File: src/rtl/block_serializer.sv
// rtl/block_serializer.sv - IN_W-to-OUT_W block serializer with valid/ready on both sides.
// Optional macro SERIALIZER_DOUBLE_BUF_EN adds a holding register for bubble-free back-to-back blocks.
module block_serializer #(
  parameter int IN_W      = 128,
  parameter int OUT_W     = 32,
  parameter bit MSB_FIRST = 1'b1
) (
  input  logic             clk,
  input  logic             reset,
  input  logic             flush_i,
  input  logic             in_valid_i,
  output logic             in_ready_o,
  input  logic [IN_W-1:0]  in_data_i,
  output logic             out_valid_o,
  input  logic             out_ready_i,
  output logic [OUT_W-1:0] out_data_o,
  output logic             out_last_o,
  output logic             busy_o
);

  localparam int NWORDS = IN_W / OUT_W;
  localparam int CW     = (NWORDS > 1) ? $clog2(NWORDS) : 1;
  localparam logic [CW-1:0] LAST_CNT = CW'(NWORDS - 1);

  localparam logic [0:0] ST_IDLE  = 1'b0;
  localparam logic [0:0] ST_SHIFT = 1'b1;

  if ((OUT_W <= 0) || (IN_W % OUT_W != 0)) begin : g_bad_width
    $error("block_serializer: IN_W must be a positive multiple of OUT_W");
  end

  logic [0:0]      state_q, state_d;
  logic [IN_W-1:0] shift_q, shift_d;
  logic [CW-1:0]   cnt_q, cnt_d;
  logic            hold_full;
  logic [IN_W-1:0] shifted;
  logic [OUT_W-1:0] head_word;
  logic            accept;
  logic            out_hs;
  logic            last_word;

`ifdef SERIALIZER_DOUBLE_BUF_EN
  logic [IN_W-1:0] hold_q, hold_d;
  logic            hold_full_q, hold_full_d;
  assign hold_full  = hold_full_q;
  assign in_ready_o = !reset && !hold_full_q && !flush_i;
`else
  assign hold_full  = 1'b0;
  assign in_ready_o = !reset && (state_q == ST_IDLE) && !flush_i;
`endif

  // Shift toward the output end so the next word is always at the same slice.
  assign shifted   = MSB_FIRST ? (shift_q << OUT_W) : (shift_q >> OUT_W);
  assign head_word = MSB_FIRST ? shift_q[IN_W-1 -: OUT_W] : shift_q[OUT_W-1:0];

  assign out_valid_o = (state_q == ST_SHIFT);
  assign out_data_o  = out_valid_o ? head_word : '0;
  assign last_word   = (cnt_q == LAST_CNT);
  assign out_last_o  = out_valid_o && last_word;
  assign busy_o      = (state_q == ST_SHIFT) || hold_full;

  assign accept = in_valid_i && in_ready_o;
  assign out_hs = out_valid_o && out_ready_i;

  always_comb begin
    state_d = state_q;
    shift_d = shift_q;
    cnt_d   = cnt_q;
`ifdef SERIALIZER_DOUBLE_BUF_EN
    hold_d      = hold_q;
    hold_full_d = hold_full_q;
`endif
    if (flush_i) begin
      state_d = ST_IDLE;
      shift_d = '0;
      cnt_d   = '0;
`ifdef SERIALIZER_DOUBLE_BUF_EN
      hold_d      = '0;
      hold_full_d = 1'b0;
`endif
    end else if (state_q == ST_IDLE) begin
      if (accept) begin
        state_d = ST_SHIFT;
        shift_d = in_data_i;
        cnt_d   = '0;
      end
    end else if (out_hs && last_word) begin
`ifdef SERIALIZER_DOUBLE_BUF_EN
      // A fresh block arriving on the final handshake bypasses the hold register.
      if (accept) begin
        shift_d = in_data_i;
        cnt_d   = '0;
      end else if (hold_full_q) begin
        shift_d     = hold_q;
        hold_full_d = 1'b0;
        cnt_d       = '0;
      end else begin
        state_d = ST_IDLE;
        shift_d = shifted;
        cnt_d   = '0;
      end
`else
      state_d = ST_IDLE;
      shift_d = shifted;
      cnt_d   = '0;
`endif
    end else begin
      if (out_hs) begin
        shift_d = shifted;
        cnt_d   = cnt_q + CW'(1);
      end
`ifdef SERIALIZER_DOUBLE_BUF_EN
      if (accept) begin
        hold_d      = in_data_i;
        hold_full_d = 1'b1;
      end
`endif
    end
  end

  always_ff @(posedge clk or posedge reset) begin
    if (reset) begin
      state_q <= ST_IDLE;
      shift_q <= '0;
      cnt_q   <= '0;
    end else begin
      state_q <= state_d;
      shift_q <= shift_d;
      cnt_q   <= cnt_d;
    end
  end

`ifdef SERIALIZER_DOUBLE_BUF_EN
  always_ff @(posedge clk or posedge reset) begin
    if (reset) begin
      hold_q      <= '0;
      hold_full_q <= 1'b0;
    end else begin
      hold_q      <= hold_d;
      hold_full_q <= hold_full_d;
    end
  end
`endif

endmodule

File: config.mk
export PLATFORM = sky130hd
export DESIGN_NAME = block_serializer
export DESIGN_NICKNAME = d
export VERILOG_FILES = /design/src/rtl/block_serializer.sv
export SDC_FILE = /design/constraint.sdc
export NUM_CORES = 1
export LEC_CHECK = 0
export CORE_MARGIN = 5
export CORE_UTILIZATION = 40
export DETAILED_ROUTE_END_ITERATION = 7
export PLACE_DENSITY = 0.67
export RECOVER_POWER = 50
export SLEW_MARGIN = 20
export SYNTH_ARGS = -nofsm -noshare
export SYNTH_HDL_FRONTEND = slang
export SYNTH_SLANG_ARGS = --single-unit
File: constraint.sdc
create_clock -name clk -period 13.2 [get_ports clk]
set_input_delay 3.3 -clock clk [delete_from_list [all_inputs] [get_ports clk]]
set_output_delay 3.3 -clock clk [all_outputs]
set_load 0.02 [all_outputs]
# == Yosys cells after proc, flatten, opt, wreduce, memory -nomap -nowiden ==
# Cells that the tools add are included.
# classes
bitwise_logic,1
muxes,15
reduce_logical,10
eq_ne,2
addsub,1
# op_table
cell,n
$mux 128,5
$mux 32,1
$mux 2,5
$logic_and 1x1->1,6
$mux 1,4
$ne 4x2->1 const B,1
$reduce_bool 3->1,1
$add 2x1->2 const B,1
$eq 2x2->1 const B,1
$logic_not 1->1,2
$reduce_and 2->1,1
$not 1->1,1
# totals
wordCells,32
regBits,131
in_bits,133
out_inout_bits,36

# == Logic depth before layout (Yosys ltp) ==
# depth
ltp_word,7
mapped_depth,6
mapped_depth_nobuf,4

# == Worst setup path after synthesis ==
# No wires, ideal clock.
# synth_path
path_type,input port to output port
start,input port flush_i
end,output port in_ready_o
arrival_time_ps,4183
path_stages,3
path_slack_ps,5717
n_path_buf,2
cell_sequence,clkbuf_1 -> clkbuf_1 -> nor3_1
# synth_between
elab_chain_cells,2
# synth_rtl
element,line,source
from (decl),10,"input logic flush_i,"
$logic_not 1->1,49,assign in_ready_o = !reset && (state_q == ST_IDLE) && !flush_i;
$logic_and 1x1->1,49,
to (decl),12,"output logic in_ready_o,"
# Every way passes these cells.

==> flow_metrics.tcl <==
set metrics [dict create \
    cts_tree "yes" \
    postCtsSetupRepairBufs 0 \
    skew_ns 0.005480 \
    synth.top_cell.area_share_pct 48.38 \
    wire_per_inst_um 16.53 \
    die_area_mm2 0.01964 \
    cts_sinks 131 \
    die_h_um 140.2 \
    rsz0062_at_grt "no" \
    gp_congestion 0.7730 \
    finalWorstSetupSlack_ns 4.877 \
    synthCells 606 \
    start_util_pct 40.86 \
    powerDensity_mw_per_mm2 124.2 \
    endpoint_kind "asynchronous set/reset pin" \
    yosysTopAreaCell "dfrtp_1" \
    hold_path_class "reg2reg" \
    wl_mm 16.32 \
    crit_arrival_ns 8.16 \
    fin_crit_ns 8.323 \
    antenna_found_initial 0 \
    clock.fmax_mhz 120.1 \
    path_clk_slew_ns 0.06 \
    cts_inserted_buffers 17 \
    dp_hpwl_mm 11.42 \
    drv_cap 3 \
    max-slew-margin-rel_pct -123.6 \
    finalNonFillerCells 987 \
    drive_gt1_share_pct 8.866 \
    antenna-diode-count 0 \
    grt_usage_pct 17.07 \
    die_x_um 140.2 \
    synth_nets 740 \
    required_ns 13.03 \
    finalSetupTns_ns 0 \
    drv_slew 205 \
    placed_area_mm2 0.008549 \
    drtIter0Drc 188 \
    worstPathMaxFanout 75 \
    grt_pass1_vias 5037 \
    syn_area_mm2 0.006776 \
    drc 0 \
    cts-root-buf "clkbuf_16" \
    boundaryPins 169 \
    status "complete, but fails checks" \
    post-route-period-util_pct 63.05 \
    tightest_slew_ns 3.336 \
    final_cell_area_mm2 0.009138 \
    coreArea_mm2 0.01658 \
    place_inst 955 \
    io_buffer_count 168 \
    cts.htree.levels 4 \
    cts_hold_buf 0 \
    synthToLayoutAreaGrowth_pct 34.84 \
    critPathKind "in2async" \
    setup_viol 0 \
    cts_resized 0 \
    grt_pass1_wl_mm 26.97 \
    grt_max_degree 80 \
    gr-total-overflow 0 \
    dr.pass1.iters 4 \
    synth_area_leaders "dfrtp_1 48%, mux2i_1 19%, mux2_1 11%" \
    violations "capacitance limit, slew limit" \
    antenna_left 0 \
    synth_cell_types 19 \
    power_leakage_uw 0.004158 \
    hold_viol 0 \
    num_vias 4675 \
    cts_buffer_depth 2 \
    ys_ff_latch 131 \
    start_kind "input port" \
    avgViaCountPerCell 4.737 \
    std_cell_rows 47 \
    ys_seq_area_share_pct 48.38 \
    yosys_warnings 0 \
    irDropWorstVdd_uv 84.38 \
    fin_nets 888 \
    clock_latency_ns 0.41 \
    syn_avg_cell_area_um2 11.18 \
    dp_slack_ns 5.288 \
]
## power breakdown
part	leakage (µW)	internal (µW)	switching (µW)
sequential	0.00171	446	29.9
combinational	0.00216	103	77.9
clock	0.000296	310	169
total	0.00416	859	276
## registers in the layout (all words and copies together), names as in the netlist
signal / flops
busy_o: 1
shift_q: 128
cnt_q: 2
## cells by family (layout without fill, tap and decap cells)
logic type                 Yosys count  after routing  synth area share, %
muxes                              225            225                35.03
and+or+nand+nor                    168            168                10.73
DFF                                131            131                48.38
buffers and inverters               78            239                5.410
AOI/OAI and AO/OA                    3              3               0.2768
adders and majority gates            1              1               0.1846
## cell usage after synthesis, drive strengths merged
cell type	count
a211o	1
a21oi	1
and2	33
buf	26
clkbuf	18
dfrtp	131
ha	1
inv	34
mux2	97
mux2i	128
nand2	33
nand4b	1
nor2	98
nor3	1
nor3b	2
o21ai	1
## metrics by stage
| step | hold slack, ns | power (µW) | util, % |
|---|---|---|---|
| 2_1_floorplan | 0.4497 | 587.3 | - |
| 6_report | 0.4813 | 1135 | 55.10 |
| 4_1_cts | 0.4850 | 1149 | 55.20 |
| 3_3_place_gp | 0.4663 | 657.5 | 51.55 |
| 3_5_place_dp | 0.4721 | 664.9 | 51.55 |
| 5_1_grt | 0.4936 | 1188 | 55.10 |
## placed cells by master (no fill, tap or decap), drive strengths merged
cell type / instances
dlygate4sd3: 1
dfrtp: 131
ha: 1
inv: 33
nor3: 1
mux2i: 128
nand2: 33
a21oi: 1
clkdlybuf4s50: 166
clkinv: 5
a211o: 1
nand4b: 1
nor3b: 2
and2: 33
clkinvlp: 3
buf: 5
nor2: 98
bufinv: 3
mux2: 97
o21ai: 1
clkbuf: 23
## critical path: stages
cell and delay [ns]:
dlygate4sd3_1 0.59, clkinvlp_2 1.90, clkbuf_1 2.29
## final timing paths
| check | startpoint | to | slack (ns) | depth (start not counted) |
|---|---|---|---|---|
| min in group asynchronous | reset | shift_q[122] | 4.38 | 2 |
| worst min-delay path | shift_q[97] | shift_q[97] | 0.48 | 1 |
| worst max register to register | busy_o | shift_q[102] | 8.13 | 4 |
| max in group clk | reset | in_ready_o | 5.24 | 3 |
| worst min register to register | shift_q[97] | shift_q[97] | 0.48 | 1 |
| worst max-delay path | reset | shift_q[109] | 4.88 | 3 |
## final cells by class
cell class	instances	area, µm²
inverter	34	128.9
clock inverter	10	130.1
sequential	131	3282
clock buffer	22	474.2
fill	1440	7446
multi-input combinational	397	3134
tap	220	275.3
timing repair buffer	173	1713
## routing by layer
layer	up-vias	part of all wire, %	GRT usage [%]	routed length, µm
met3	12	4.0	4.056	652
met2	96	48	27.04	7894
met4	0	0.94	4.437	154
met5	-	0	0	0
li1	2312	-	-	-
met1	2255	47	23.67	7618
Power figures use the tool's default switching activity.
